File: config.mk
export PLATFORM = sky130hd
export DESIGN_NAME = kernel_stall_detector
export DESIGN_NICKNAME = d
export VERILOG_FILES = /design/src/rtl/kernel_stall_detector.sv
export SDC_FILE = /design/constraint.sdc
export NUM_CORES = 1
export LEC_CHECK = 0
export ABC_AREA = 1
export CAP_MARGIN = 30
export CORE_ASPECT_RATIO = 0.5
export CORE_MARGIN = 5
export CORE_UTILIZATION = 35
export DETAILED_ROUTE_END_ITERATION = 6
export HOLD_SLACK_MARGIN = 0.05
export PLACE_DENSITY = 0.65
export SKIP_LAST_GASP = 1
export SYNTH_ARGS = -nofsm -noshare
export SYNTH_HDL_FRONTEND = slang
export SYNTH_SLANG_ARGS = --single-unit
File: constraint.sdc
create_clock -name clock -period 5.22 [get_ports clock]
set_clock_uncertainty 0.1 [all_clocks]
set_input_delay 1.044 -clock clock [delete_from_list [all_inputs] [get_ports clock]]
set_output_delay 1.044 -clock clock [all_outputs]
set_load 0.01 [all_outputs]
File: src/rtl/kernel_stall_detector.sv
// rtl/kernel_stall_detector.sv - kernel deadlock detector: declares block after THRESHOLD+1 stable stall cycles
// Optional macro DEADLOCK_STICKY_EN makes BLOCKED terminal until reset.
module kernel_stall_detector #(
    parameter int AXIS_W    = 2,
    parameter int IDLE_W    = 3,
    parameter int BLK_W     = 1,
    parameter int THRESHOLD = 16
) (
    input  logic              clock,
    input  logic              reset,
    input  logic [AXIS_W-1:0] axis_block_sigs,
    input  logic [IDLE_W-1:0] inst_idle_sigs,
    input  logic [BLK_W-1:0]  inst_block_sigs,
    output logic              block,
    output logic [AXIS_W-1:0] blk_axis,
    output logic [31:0]       blk_cycles
);

    localparam int SIG_W = AXIS_W + BLK_W;
    localparam logic [15:0] TH = 16'(THRESHOLD);

    typedef enum logic [1:0] {
        MON     = 2'd0,
        SUSPECT = 2'd1,
        BLOCKED = 2'd2
    } state_t;

    state_t            r_state;
    logic [15:0]       r_cnt;
    logic [SIG_W-1:0]  r_sig_q;
    logic              r_block;
    logic [AXIS_W-1:0] r_blk_axis;
    logic [31:0]       r_blk_cycles;

    logic              w_stall;
    logic [SIG_W-1:0]  w_sig;
    logic              w_progress;

    // A fully idle kernel cannot be deadlocked, whatever the blocking flags say.
    assign w_stall    = ((|axis_block_sigs) | (|inst_block_sigs)) & ~(&inst_idle_sigs);
    assign w_sig      = {axis_block_sigs, inst_block_sigs};
    assign w_progress = ~w_stall | (w_sig != r_sig_q);

    always_ff @(posedge clock) begin
        if (reset) begin
            r_state      <= MON;
            r_cnt        <= 16'd0;
            r_sig_q      <= '0;
            r_block      <= 1'b0;
            r_blk_axis   <= '0;
            r_blk_cycles <= 32'd0;
        end else begin
            r_sig_q <= w_sig;
            case (r_state)
                MON: begin
                    if (w_stall) begin
                        r_state <= SUSPECT;
                        r_cnt   <= 16'd1;
                    end else begin
                        r_cnt   <= 16'd0;
                    end
                end
                SUSPECT: begin
                    if (w_progress) begin
                        r_state <= MON;
                        r_cnt   <= 16'd0;
                    end else if (r_cnt == TH) begin
                        r_state      <= BLOCKED;
                        r_block      <= 1'b1;
                        r_blk_axis   <= axis_block_sigs;
                        r_blk_cycles <= 32'd1;
                    end else begin
                        r_cnt <= r_cnt + 16'd1;
                    end
                end
                BLOCKED: begin
`ifdef DEADLOCK_STICKY_EN
                    if (r_blk_cycles != 32'hFFFF_FFFF)
                        r_blk_cycles <= r_blk_cycles + 32'd1;
`else
                    // Any signature change or stall release means the kernel moved again.
                    if (w_progress) begin
                        r_state <= MON;
                        r_block <= 1'b0;
                        r_cnt   <= 16'd0;
                    end else if (r_blk_cycles != 32'hFFFF_FFFF) begin
                        r_blk_cycles <= r_blk_cycles + 32'd1;
                    end
`endif
                end
                default: begin
                    r_state <= MON;
                    r_cnt   <= 16'd0;
                    r_block <= 1'b0;
                end
            endcase
        end
    end

    assign block      = r_block;
    assign blk_axis   = r_blk_axis;
    assign blk_cycles = r_blk_cycles;

endmodule

==> results of run 1 <==
-- metal layers --
metal	share of wire [%]	up-vias	track usage, %
met5	0	-	0
met4	0.68	0	2.58
met3	5.8	7	2.95
met2	43	97	24.5
met1	50	1753	21.7
li1	-	2059	-
-- flip-flops by register name, indices dropped and copies added (netlist names) --
| signal | cells |
|---|---|
| r_state | 2 |
| r_sig_q | 3 |
| blk_cycles | 32 |
| r_cnt | 16 |
| block | 1 |
| blk_axis | 2 |
-- power groups by stage --
stage	clock (mW)	combinational [mW]	sequential, mW
2_1_floorplan	0	0.0750	0.457
3_5_place_dp	0	0.104	0.458
3_3_place_gp	0	0.0996	0.458
5_1_grt	0.375	0.116	0.449
6_report	0.345	0.103	0.447
4_1_cts	0.356	0.104	0.448
-- per-stage QoR --
stage                     utilization, %  setup slack (ns)  std cells
after detailed placement            41.2              1.92        794
after global routing                42.6              1.98        802
after CTS                           42.6              2.22        802
after global placement              41.0              1.85        793
final                               42.6              2.23        802
after floorplan                        -              2.91        629
-- critical path, delay by kind of cell --
kind	cells	cell delay [ns]
compound gates	1	0.08
buf+inv	4	1.50
simple gates	2	0.42
-- kinds of logic (layout without fill, tap and decap cells) --
group	Yosys count	after routing	share of synthesized area, %
simple gates	409	409	47.3
buf+inv	79	112	9.26
compound gates	68	68	9.69
flops	56	56	29.5
xor+xnor	14	14	3.23
fa+ha+maj	3	3	0.989
-- cell type report --
type / instances / area [um2] / share of cell area, %
Clock buffer: 8 / 146 / 3.30
Multi-Input combinational cell: 494 / 2320 / 52.4
Inverter: 60 / 225 / 5.08
Tap cell: 140 / 175 / 3.95
Timing Repair Buffer: 44 / 443 / 9.99
Sequential cell: 56 / 1120 / 25.3
-- placed cells by master, fill, tap and decap left out --
cell type / netlist / routed
nor2_2: 3 / 3
o21ai_1: 3 / 3
buf_8: 0 / 1
clkdlybuf4s50_1: 0 / 42
clkinv_1: 1 / 1
nand2_4: 4 / 4
o21bai_1: 1 / 1
nor2_1: 121 / 121
and2_1: 1 / 1
clkbuf_8: 0 / 1
clkbuf_16: 0 / 5
o21ai_0: 16 / 16
nor3b_1: 1 / 1
a21oi_1: 42 / 42
nand4_1: 13 / 13
dfxtp_1: 56 / 56
clkbuf_1: 7 / 2
inv_1: 55 / 55
nand3b_1: 1 / 1
nand3_1: 56 / 56
xor2_1: 8 / 8
nand2_1: 187 / 187
inv_2: 4 / 4
nand2_2: 5 / 5
o21bai_2: 1 / 1
nand3_4: 2 / 2
nor3_1: 6 / 6
nor2_4: 7 / 7
nand3_2: 1 / 1
a21oi_2: 5 / 5
buf_4: 1 / 1
ha_1: 3 / 3
or2_2: 1 / 1
xnor2_1: 6 / 6
-- worst min-delay path by stage --
stage / start / end / slack (ns) / cells past startpoint
floorplan: r_cnt[14]$_SDFFE_PP0P_ / r_cnt[14]$_SDFFE_PP0P_ / 0.35 / 2
global placement: block$_SDFFE_PP0P_ / block$_SDFFE_PP0P_ / 0.35 / 2
detailed placement: block$_SDFFE_PP0P_ / block$_SDFFE_PP0P_ / 0.36 / 2
CTS: block$_SDFFE_PP0P_ / block$_SDFFE_PP0P_ / 0.37 / 2
global route: block$_SDFFE_PP0P_ / block$_SDFFE_PP0P_ / 0.41 / 2
finish: block$_SDFFE_PP0P_ / block$_SDFFE_PP0P_ / 0.36 / 2
==> flow_summary_export.csv, run 1 <==
group,metric,value,unit
finish,final_nets,672,
synthesis,ys_warn_count,0,
placed_design,gp_congestion,0.982,
grt,grt_pass1_vias,3641,
finish,area_growth,16.8,%
route,ant_nets,0,
route,num_vias,3916,
cts,clkLatencyLatePin,0.29,ns
floorplanning,die_w,157,um
sta,setup_viol,0,
synthesis,synth_common_cells,"187 x nand2_1, 121 x nor2_1, 56 x dfxtp_1, 56 x nand3_1, 55 x inv_1",
synthesis,syn_area_per_cell,6.03,um2
route,drt-initial-drc-count,287,
finish,diodes,0,
route,firstDrtPassIters,5,
synthesis,synth_seq_area_share,29.5,%
worst_setup_path,critPathMaxFanout,39,
route,wl_per_cell,12.2,um
cts,cts_inserted_buffers,5,
synthesis,synth_area_leader_cell,"dfxtp_1",
synthesis,syn_inst,629,
route,vias_per_cell,4.88,
worst_setup_path,r2r_end,"blk_cycles[19]$_SDFFE_PP0P_",
power,power.leakage,1.46,nW
floorplanning,num_rows,26,
synthesis,synth.most_common_cell,"nand2_1",
power,total_switching_power,0.230,mW
power,total_power,0.895,mW
cts,cts_tree,"done",
worst_setup_path,cp-endpoint,"r_cnt[2]$_SDFFE_PP0P_",
worst_setup_path,worstPathRequired,5.31,ns
worst_setup_path,ff2ff_setup_slack,2.61,ns
cts,clk_path_buf_depth,2,
grt,grt_pass1_wl,17100,um
power,p_int,0.665,mW
sta,fin_crit,2.99,ns
synthesis,synth_seq_cells,56,
power,sw_frac_of_total,25.7,%
power,power.density,202,nW/um2
grt,overflow,0,
cts,h-tree-depth,2,
sta,max_slew_margin,36.1,%
floorplanning,core,10400,um2
floorplanning,start_util,36.5,%
synthesis,synth-edff-count,0,
finish,finalInstanceArea,4430,um2
sta,tightest_slew,0.958,ns
synthesis,synth_nets,640,
cts,post_cts_buffers,0,
grt,grt_usage,15.3,%
power,clkPwrFrac,38.5,%
cts,path_clk_slew,0.07,ns
worst_setup_path,crit_start,"reset",
worst_setup_path,cp_cell_sequence,"clkdlybuf4s50_1, buf_4, clkinv_1, nand2_1, nand2_1, o21ai_0, inv_1",
power,p_comb_share,11.5,%
worst_setup_path,worst_path_max_delay_cell,"clkinv_1",
synthesis,synthFlopType,"dfxtp_1",
min_path,hold_path_class,"reg -> reg",
floorplanning,boundaryPins,43,
floorplanning,die_y,83.6,um
synthesis,synthTopCellsByArea,"dfxtp_1 30%, nand2_1 18%, nor2_1 12%",
sta,period_share,57.2,%
sta,final-max-slew-violation-count,0,
sta,fin_tns_setup,0,ns
worst_setup_path,path_common_cell,"nand2_1",
placed_design,port_buffers,42,
job,cap_violations,0,
sta,hold_ws,0.364,ns
cts,clock-root-buffer,"clkbuf_16",
route,wl,9760,um
placed_design,hpwl,7270,um
grt,grt_antenna_before_repair,0,
grt,grt_max_degree,40,
placed_design,placed_cell_area,4290,um2
cts,cts_hold_buf,0,
run_status,status,"complete, no violations",
worst_setup_path,cp_data_arrival_time,3.08,ns
worst_setup_path,critPathCaptureType,"flip-flop",
synthesis,synth_top_cell_area_share,29.5,%
cts,cts_resized,0,
worst_setup_path,rr_worst_depth,8,
floorplanning,dieArea,13200,um2
route,drc,0,
finish,fill_cells,1124,
worst_setup_path,critical-path-max-stage-delay,0.60,ns
synthesis,synth_cell_types,32,
worst_setup_path,r2r-start,"r_state[0]$_SDFFE_PP0P_",
worst_setup_path,critPathLaunchType,"input pin",
worst_setup_path,critical_path_class,"in -> reg",
synthesis,netlist_area,3790,um2
sta,fmax,335,MHz
power,ir_drop,0.108,mV
finish,drive_gt1_share,6.19,%
sta,rsz0062_at_grt,"no",
cts,clkSinkCount,56,
synthesis,synth-async-reset-ratio,0,%
power,p_seq_share,50.0,%
sta,hold_viol_final,0,
(Power assumes the default switching activity.)
==> run 2: changes to the inputs <==
Clock period 5.22 ns to 3.05 ns, I/O delays scaled along.
==> run 2 against run 1 <==
Against the previous run: design area up 0.82%; clock-buffer cell count decreased by 3; via count up 0.18%; combinational power grew 73%; critical path depth increased by 3; hold slack better by 0.0079 ns; clock power rose by 93%; largest cell class unchanged; largest power group unchanged.
==> flow_summary_export.csv, run 2 (synthesized netlist as in run 1, its figures left out) <==
group,metric,value,unit
sta,final-max-slew-violation-count,0,
cts,cts_hold_buf,0,
cts,clkSinkCount,56,
placed_design,port_buffers,42,
finish,diodes,0,
cts,clkLatencyLatePin,0.30,ns
cts,path_clk_slew,0.07,ns
finish,layout_commonest_cell,"nand2_1",
grt,grt_pass1_vias,3670,
cts,clock-root-buffer,"clkbuf_16",
route,vias_per_cell,4.87,
grt,grt_usage,15.6,%
cts,post_cts_buffers,0,
worst_setup_path,critPathMaxFanout,31,
power,power.leakage,1.48,nW
sta,tightest_slew,0.579,ns
route,firstDrtPassIters,6,
sta,fin_crit,2.40,ns
sta,fmax,417,MHz
sta,hold_viol_final,0,
floorplanning,start_util,36.5,%
sta,setup_viol,0,
route,wl,9910,um
floorplanning,dieArea,13200,um2
finish,area_growth,17.8,%
grt,grt_antenna_before_repair,0,
min_path,hold_end,"block$_SDFFE_PP0P_",
route,dr_wl_met3,584,um
floorplanning,boundaryPins,43,
route,drt-initial-drc-count,332,
worst_setup_path,critical_path_class,"in -> reg",
floorplanning,core,10400,um2
placed_design,placed_cells_incl_taps,797,
finish,final_util,42.9,%
power,p_comb_share,11.1,%
power,total_power,1.61,mW
finish,fill_cells,1156,
cts,clk_path_buf_depth,2,
finish,final_cell_mix,"187 x nand2_1, 121 x nor2_1, 56 x nand3_1, 56 x dfxtp_1, 55 x inv_1",
sta,period_share,78.6,%
worst_setup_path,cp_data_arrival_time,2.49,ns
finish,final_nets,675,
power,total_switching_power,0.415,mW
grt,overflow,0,
worst_setup_path,r2r_end,"blk_cycles[17]$_SDFFE_PP0P_",
route,wl_met2,4340,um
min_path,hold_start,"block$_SDFFE_PP0P_",
power,power.density,361,nW/um2
power,clkPwrFrac,41.4,%
finish,drive_gt1_share,6.92,%
power,ir_drop,0.215,mV
finish,multi_input_area,2320,um2
worst_setup_path,critPathLaunchType,"input pin",
worst_setup_path,rr_worst_depth,11,
cts,cts_resized,0,
route,wl_per_cell,12.3,um
grt,grt_pass1_wl,17300,um
route,ant_nets,0,
grt,grt_max_degree,39,
finish,finalNonFillerCells,805,
worst_setup_path,r2r-start,"blk_cycles[0]$_SDFFE_PP0P_",
floorplanning,die_y,83.6,um
placed_design,hpwl,7240,um
cts,cts_inserted_buffers,5,
job,cap_violations,0,
route,top_layer,"met4",
sta,rsz0062_at_grt,"no",
cts,cts_tree,"done",
worst_setup_path,ff2ff_setup_slack,0.77,ns
worst_setup_path,critPathCaptureType,"flip-flop",
finish,largest_register_ffs,32,
worst_setup_path,worstPathRequired,3.15,ns
route,wl_met1,4920,um
power,p_seq_share,47.5,%
route,drc,0,
floorplanning,die_w,157,um
min_path,whs_path_depth,2,
finish,register_area,1120,um2
power,sw_frac_of_total,25.8,%
power,p_int,1.20,mW
min_path,hold_path_class,"reg -> reg",
placed_design,gp_congestion,0.980,
cts,h-tree-depth,2,
floorplanning,num_rows,26,
sta,max_slew_margin,61.2,%
route,num_vias,3923,
sta,fin_tns_setup,0,ns
run_status,status,"complete, no violations",
run 2: critical path, cell delays in order:
cell and delay [ns]:
clkdlybuf4s50_1 0.51, inv_2 0.06, nand2_1 0.05, nand2_1 0.08, nor2_4 0.14, nand3_4 0.15, o21bai_2 0.22, nand3_4 0.33
o21ai_0 0.28, nor2_1 0.05
run 2: worst max path at each step:
stage | endpoint | slack [ns] | cells after the start | start
floorplan | blk_cycles[23]$_SDFFE_PP0P_ | 1.12 | 12 | blk_cycles[0]$_SDFFE_PP0P_
global placement | blk_cycles[25]$_SDFFE_PP0P_ | 0.39 | 10 | axis_block_sigs[0]
detailed placement | blk_cycles[25]$_SDFFE_PP0P_ | 0.34 | 10 | axis_block_sigs[0]
finish | blk_cycles[25]$_SDFFE_PP0P_ | 0.65 | 10 | axis_block_sigs[0]
CTS | blk_cycles[25]$_SDFFE_PP0P_ | 0.66 | 10 | axis_block_sigs[0]
global route | blk_cycles[26]$_SDFFE_PP0P_ | 0.43 | 7 | axis_block_sigs[1]
run 2: through the flow:
| stage | setup WS, ns | hold WS [ns] | instance area (um2) |
|---|---|---|---|
| 2_1_floorplan | 1.12 | 0.353 | 3790 |
| 3_3_place_gp | 0.393 | 0.367 | 4300 |
| 3_5_place_dp | 0.342 | 0.365 | 4300 |
| 4_1_cts | 0.657 | 0.376 | 4470 |
| 5_1_grt | 0.427 | 0.409 | 4470 |
| 6_report | 0.652 | 0.372 | 4470 |
run 2: power groups by stage:
stage / Sequential (mW) / Combinational, mW / Clock, mW
CTS: 0.766 / 0.179 / 0.689
detailed placement: 0.783 / 0.178 / 0
floorplan: 0.782 / 0.128 / 0
finish: 0.766 / 0.178 / 0.667
global placement: 0.783 / 0.176 / 0
global route: 0.770 / 0.199 / 0.727
run 2: layout make-up:
class                      instances  share of cell area [%]
sequential                        56                    25.1
clock buffer                       5                    2.80
timing repair buffer              47                    10.2
multi-input combinational        494                    52.0
tap                              140                    3.92
inverter                          60                    5.04
clock inverter                     3                   0.952
run 2: layer usage:
layer  vias up  global-route usage, %
li1       2064                      -
met1      1753                   21.3
met2        93                   25.4
met3        13                   3.47
met4         0                   2.65
met5         -                      0
==> run 3: changes to the inputs <==
Clock period 3.05 ns to 2.3 ns, I/O delays scaled along.
==> run 3 against run 2 <==
Against the previous run: die area unchanged; critical path depth up 1; setup slack worse by 0.43 ns; routed wire length up 1.5%; non-clock buffer count up 20; clock power up 33%.
==> flow_summary_export.csv, run 3 (synthesized netlist as in run 1, its figures left out) <==
group,metric,value,unit
cts,cts_resized,0,
power,ir_drop,0.244,mV
floorplanning,dieArea,13200,um2
cts,post_cts_buffers,0,
floorplanning,boundaryPins,43,
power,power.density,465,nW/um2
worst_setup_path,worstPathRequired,2.42,ns
finish,diodes,0,
cts,clk_path_buf_depth,2,
worst_setup_path,critPathLaunchType,"input pin",
route,num_vias,3953,
worst_setup_path,critical_path_class,"in -> reg",
placed_design,hpwl,7550,um
route,wl_per_cell,12.2,um
sta,setup_viol,0,
route,wl,10100,um
finish,fill_cells,1105,
sta,rsz0062_at_grt,"no",
route,drt-initial-drc-count,267,
finish,largest_register_ffs,32,
cts,cts_tree,"done",
sta,tightest_slew,0.459,ns
sta,max_slew_margin,69.4,%
sta,final-max-slew-violation-count,0,
min_path,hold_path_class,"reg -> reg",
finish,drive_gt1_share,9.49,%
placed_design,port_buffers,42,
cts,path_clk_slew,0.07,ns
grt,grt_usage,16.1,%
route,firstDrtPassIters,4,
floorplanning,die_w,157,um
cts,cts_inserted_buffers,5,
worst_setup_path,critPathCaptureType,"flip-flop",
floorplanning,core,10400,um2
run_status,status,"complete, no violations",
job,cap_violations,0,
worst_setup_path,critical-path-max-stage-delay,0.51,ns
finish,final_util,44.8,%
finish,area_growth,22.9,%
route,ant_nets,0,
sta,hold_viol_final,0,
finish,final_cell_mix,"187 x nand2_1, 121 x nor2_1, 56 x nand3_1, 56 x dfxtp_1, 55 x inv_1",
grt,grt_antenna_before_repair,0,
finish,layout_commonest_cell,"nand2_1",
finish,final_nets,695,
worst_setup_path,critPathMaxFanout,9,
finish,finalInstanceArea,4670,um2
power,power.leakage,1.60,nW
cts,h-tree-depth,2,
sta,period_share,90.2,%
worst_setup_path,cp_data_arrival_time,2.19,ns
floorplanning,start_util,36.5,%
cts,cts_hold_buf,0,
grt,overflow,0,
sta,fin_tns_setup,0,ns
placed_design,gp_congestion,0.967,
floorplanning,num_rows,26,
grt,grt_pass1_wl,17900,um
placed_design,placed_cell_area,4500,um2
power,total_power,2.17,mW
floorplanning,die_y,83.6,um
worst_setup_path,path_common_cell,"nand2_1",
worst_setup_path,worst_path_max_delay_cell,"clkdlybuf4s50_1",
cts,clock-root-buffer,"clkbuf_16",
grt,grt_max_degree,39,
grt,grt_pass1_vias,3897,
cts,clkLatencyLatePin,0.30,ns
route,drc,0,
cts,clkSinkCount,56,
sta,fin_crit,2.07,ns
route,vias_per_cell,4.79,
worst_setup_path,cp_cell_sequence,"clkdlybuf4s50_1, inv_2, nand2_1, nand2_1, nor2_4, nand3_4, nor2_1, inv_2, nand2_4, nand2_1, o21ai_0",
sta,fmax,482,MHz
==> run 3: cell types whose count changed in the layout (fill, tap and decap cells not counted), sizes merged <==
| cell | previous run | this run |
|---|---|---|
| buf | 5 | 25 |
| clkbuf | 5 | 6 |
| clkinvlp | 1 | 0 |
==> run 3: cell type report <==
cell class	instances	area, um2	share of cell area (%)
multi-input cells	494	2320	49.8
flip-flops and latches	56	1120	24.0
repair buffers	67	658	14.1
inverters	60	225	4.83
well taps	140	175	3.75
clock buffers	6	129	2.76
clock inverters	2	35.0	0.751
==> run 3: metal layers <==
| layer | share of wire (%) | global-route usage [%] | vias to the layer above |
|---|---|---|---|
| met4 | 1.2 | 3.59 | 0 |
| met3 | 4.8 | 3.00 | 12 |
| met2 | 46 | 26.7 | 78 |
| met5 | 0 | 0 | - |
| met1 | 48 | 21.9 | 1756 |
| li1 | - | - | 2107 |
==> run 3: final timing paths <==
| path | startpoint | end | slack [ns] | depth (start not counted) |
|---|---|---|---|---|
| worst max-delay path | axis_block_sigs[0] | r_cnt[0]$_SDFFE_PP0P_ | 0.23 | 11 |
| worst min-delay path | block$_SDFFE_PP0P_ | block$_SDFFE_PP0P_ | 0.37 | 2 |
| worst max register to register | blk_cycles[1]$_SDFFE_PP0P_ | blk_cycles[0]$_SDFFE_PP0P_ | 0.32 | 12 |
| worst min register to register | block$_SDFFE_PP0P_ | block$_SDFFE_PP0P_ | 0.37 | 2 |
==> run 3: where the power goes <==
group,switching (mW),leakage [nW],total [mW],internal (mW)
logic,0.156,1.07,0.270,0.114
clock network,0.375,0.0808,0.889,0.514
registers,0.0243,0.453,1.01,0.988
total,0.555,1.60,2.17,1.62
==> run 3: per-stage QoR <==
stage	cells	setup slack, ns	hold slack (ns)
after floorplan	629	0.368	0.353
after global placement	817	-0.0154	0.355
after detailed placement	817	-0.0833	0.363
after CTS	825	0.228	0.373
after global routing	825	0.000423	0.422
final	825	0.226	0.373
==> run 3: worst max-delay path, delay by kind of cell <==
kind,cells,cell delay [ns]
buf+inv,3,0.64
compound gates,1,0.19
simple gates,7,0.90
==> RTL edit 1, RTL diff (config.mk and constraints of run 2) <==
The 3 states of `state_t` get a one-hot encoding in 3 bits.
--- a/src/rtl/kernel_stall_detector.sv
+++ b/src/rtl/kernel_stall_detector.sv
@@ -19,10 +19,10 @@
     localparam int SIG_W = AXIS_W + BLK_W;
     localparam logic [15:0] TH = 16'(THRESHOLD);
 
-    typedef enum logic [1:0] {
-        MON     = 2'd0,
-        SUSPECT = 2'd1,
-        BLOCKED = 2'd2
+    typedef enum logic [2:0] {
+        MON     = 3'b001,
+        SUSPECT = 3'b010,
+        BLOCKED = 3'b100
     } state_t;
 
     state_t            r_state;
Check against the original RTL: same outputs for any inputs over 10 cycles, from zero or initial values and one cycle with reset high; not proved beyond that.
==> RTL edit 1 against run 2 <==
Final cell count rose by 1.1%. Highest routed layer unchanged. Design area rose by 3.1%. First-iteration DRC count fell by 6.0%. Critical path type is now reg2reg. Count of clock-buffer cells in the layout rose by 9. Register-to-register slack got worse by 70 ps. Setup slack improved by 52 ps. Via count fell by 1.1%. Synthesized area fell by 1.1%. Sequential cell count rose by 1. Synthesized cell count fell by 0.48%. Combinational power fell by 42%. Total power rose by 15%. Routed wire length rose by 0.75%.
==> RTL edit 1: results (changes against run 2) <==
Global routing
  • First-pass GRT wire length: 17,350 um (+0.56%)
  • Largest net degree at the start of global routing: 31 (-21%)
  • Met1 global-route usage: 0.2159 (+0.002875)
  • M3 GR Usage: 0.03790 (+0.003205)
  • Vias in the first global route: 3,559 (-3.0%)

Setup path
  • Arr. time, crit path: 2470 ps (-20 ps)
  • Critical-path maximum fanout: 29 (-6.5%)
  • CP peak stage delay: 470 ps (-40 ps)

Place
  • Dpl ws: 435.4 ps (+93.31 ps)
  • Post-DP HPWL: 7323 um (+1.1%)
  • DP Cell Count: 798 (+0.13%)

Clock tree
  • Clock Latency Late Sink: 330 ps (+30 ps)
  • Clock slew seen by the registers of the worst setup and hold paths: 50 ps (-20 ps)
  • Num CTS Buffers: 9 (+4)

Status
  • Outcome: complete, no violations

Synthesis
  • Area contributors post-synth: dfxtp_1 (30%), nand2_1 (20%), nor2_1 (13%)
  • Yosys cell types: 33 (+3.1%)
  • Synth top cells by count: nand2_1 (204), nor2_1 (126), dfxtp_1 (57), inv_1 (49), nand3_1 (39)
  • Xor/xnor share of the synthesized area: 0.03732 (+0.005010)
  • Syn_nets: 637 (-0.47%)
  • Synth Area in Compound Gates: 0.07531 (-0.02163)
  • Sequential-to-total area share from yosys stat: 0.3039 (+0.008482)

Final layout
  • Share of cells above drive strength 1: 0.1053 (+0.03617)

Routing
  • DR vias: 3,879 (-1.1%)
  • WL per Instance: 12.27 um (-0.37%)
  • 1st-iter DRT viols: 312 (-6.0%)

Pwr
  • Maximum vdd drop: 0.0002828 V (+32%)
[RTL edit 1: per-stage QoR]
step / power, mW / cell area, um2 / util
after global placement: 0.8776 / 4312 / 0.4168
after detailed placement: 0.8796 / 4312 / 0.4168
final: 1.848 / 4606 / 0.4452
after CTS: 1.869 / 4606 / 0.4452
after global routing: 1.926 / 4606 / 0.4452
after floorplan: 0.8474 / 3755 / -
[RTL edit 1: report_power, final]
group / internal, mW / switching, mW / total [mW] / leakage [nW]
clock network: 0.635 / 0.348 / 0.983 / 0.149
logic: 0.0354 / 0.0690 / 0.104 / 0.948
registers: 0.755 / 0.00645 / 0.761 / 0.461
total: 1.43 / 0.423 / 1.85 / 1.56
[RTL edit 1: metal layers]
metal  share of wire  up-vias
li1                -     2045
met1            0.49     1712
met2            0.44      108
met3           0.057       14
met4           0.014        0
met5               0        -
[RTL edit 1: logic make-up (layout without fill, tap and decap cells)]
| group | count (synthesis) | after routing |
|---|---|---|
| simple gates | 425 | 425 |
| flops | 57 | 57 |
| xor+xnor | 16 | 16 |
| fa+ha+maj | 3 | 3 |
| buf+inv | 76 | 124 |
| compound gates | 49 | 49 |
[RTL edit 1: final cells by class]
| type | count | area, um2 | share of cell area |
|---|---|---|---|
| inverters | 60 | 225.2 | 0.04890 |
| well taps | 140 | 175.2 | 0.03803 |
| clock inverters | 2 | 10.01 | 0.002173 |
| flip-flops and latches | 57 | 1141 | 0.2478 |
| repair buffers | 48 | 478.0 | 0.1038 |
| multi-input cells | 493 | 2292 | 0.4977 |
| clock buffers | 14 | 284.0 | 0.06167 |
[RTL edit 1: tightest hold or removal path, cell delays in order, from the launching register on]
cell and delay [ps]:
dfxtp_1 300, inv_1 50, a21oi_1 50
[RTL edit 1: worst paths after layout]
path	start	endpoint	slack, ps	cells after the start
setup reg to reg	blk_cycles[0]$_SDFFE_PP0P_	blk_cycles[27]$_SDFFE_PP0P_	700	11
hold reg to reg	block$_SDFFE_PP0P_	block$_SDFFE_PP0P_	350	2
hold / removal	block$_SDFFE_PP0P_	block$_SDFFE_PP0P_	350	2
setup / recovery	blk_cycles[0]$_SDFFE_PP0P_	blk_cycles[27]$_SDFFE_PP0P_	700	11
==> RTL edit 2, RTL diff (settings of run 2) <==
Made on the original files. The parameter `IDLE_W` goes from 3 to 4.
--- a/src/rtl/kernel_stall_detector.sv
+++ b/src/rtl/kernel_stall_detector.sv
@@ -2,7 +2,7 @@
 // Optional macro DEADLOCK_STICKY_EN makes BLOCKED terminal until reset.
 module kernel_stall_detector #(
     parameter int AXIS_W    = 2,
-    parameter int IDLE_W    = 3,
+    parameter int IDLE_W    = 4,
     parameter int BLK_W     = 1,
     parameter int THRESHOLD = 16
 ) (
Ports: changed (resized inst_idle_sigs); port bits go from 43 to 44. No check against the original RTL was run, so the function may have changed too.
==> RTL edit 2 against run 2 <==
Global-route usage about the same. Total power grew 2.6%. Critical path depth increased by 2. Routed wire length rose by 0.18%. Setup slack better by 48 ps. Register-to-register slack better by 30 ps. First-iteration DRC count decreased by 16%. Synthesized area about the same. Sequential cell count stayed put. Hold slack gained 2.7 ps. Design area grew 0.76%.
==> RTL edit 2: results (changes against run 2) <==
Pwr
  • Leak: 1.572 nW (+5.9%)
  • Power Density: 367.1 mW/mm2 (+1.8%)

Place
  • Dpl ws: 373.6 ps (+31.49 ps)
  • GPL Wtd Cong: 0.9190 (-6.2%)
  • Post-DP HPWL: 7405 um (+2.3%)
  • DP Area: 0.004335 mm2 (+0.79%)

Synthesis
  • Sequential-to-total area share from yosys stat: 0.2955 (about the same)
  • Synth Instances: 624 (-0.79%)
  • Synth top cells by count: nand2_1 (177), nor2_1 (119), nand3_1 (64), inv_1 (59), dfxtp_1 (56)

Global routing
  • Vias in the first global route: 3,657 (-0.35%)
  • First-pass GRT wire length: 17,480 um (+1.3%)
  • Grt met2 use: 0.2524 (-0.001936)
  • Met1 global-route usage: 0.2166 (+0.003608)
  • M3 GR Usage: 0.02434 (-0.01036)

Setup path
  • Critical-path maximum fanout: 14 (-55%)
  • Flop2flop setup slack: 800 ps (+30 ps)
  • Reg2Reg Capture Point: blk_cycles[27]$_SDFFE_PP0P_

Routing
  • Met2 wire length: 4559 um (+5.1%)
  • Vias per cell: 4.861 (-0.26%)
  • Met1 wire length: 4913 um (-0.12%)
  • Routed wl met3: 333 um (-43%)
  • DRT Pass-1 Iters: 5 (-1)
  • Final WL: 9930 um (+0.18%)
  • DR vias: 3,903 (-0.51%)

Final layout
  • NumNets Final: 674 (-0.15%)
  • Fillers: 1,125 (-2.7%)

Timing
  • Worst hold slack: 374.7 ps (+2.737 ps)

Status
  • Outcome: complete, no violations
[RTL edit 2: critical path: cells and delay by family]
family | cells | cell delay (ps)
and+or+nand+nor | 8 | 1190
buffers and inverters | 3 | 620
AOI/OAI and AO/OA | 1 | 80
[RTL edit 2: power breakdown]
group | leakage (nW) | switching, mW | internal [mW]
sequential | 0.454 | 0.0233 | 0.749
clock | 0.0815 | 0.278 | 0.392
combinational | 1.04 | 0.131 | 0.0805
[RTL edit 2: cells by family (layout without fill, tap and decap cells)]
logic type / count (synthesis) / in the layout / share of synthesized area
and+or+nand+nor: 416 / 416 / 0.4881
buffers and inverters: 85 / 124 / 0.09696
DFF: 56 / 56 / 0.2955
AOI/OAI and AO/OA: 50 / 50 / 0.07717
xor gates and xnor gates: 14 / 14 / 0.03232
adders and majority gates: 3 / 3 / 0.009896
[RTL edit 2: layout make-up]
class                   count  share of cell area
inverters                  65             0.05418
repair buffers             51              0.1089
clock inverters             2            0.008614
flip-flops and latches     56              0.2490
multi-input cells         483              0.5118
well taps                 140             0.03890
clock buffers               6             0.02862
[RTL edit 2: worst max-delay path by stage]
stage | startpoint | endpoint | slack, ps | depth (start not counted)
2_1_floorplan | blk_cycles[0]$_SDFFE_PP0P_ | blk_cycles[13]$_SDFFE_PP0P_ | 1160 | 12
3_3_place_gp | axis_block_sigs[1] | r_cnt[3]$_SDFFE_PP0P_ | 410 | 12
3_5_place_dp | axis_block_sigs[1] | r_cnt[3]$_SDFFE_PP0P_ | 370 | 12
4_1_cts | axis_block_sigs[1] | r_cnt[3]$_SDFFE_PP0P_ | 680 | 12
5_1_grt | axis_block_sigs[0] | blk_cycles[30]$_SDFFE_PP0P_ | 450 | 13
6_report | axis_block_sigs[1] | r_cnt[3]$_SDFFE_PP0P_ | 700 | 12
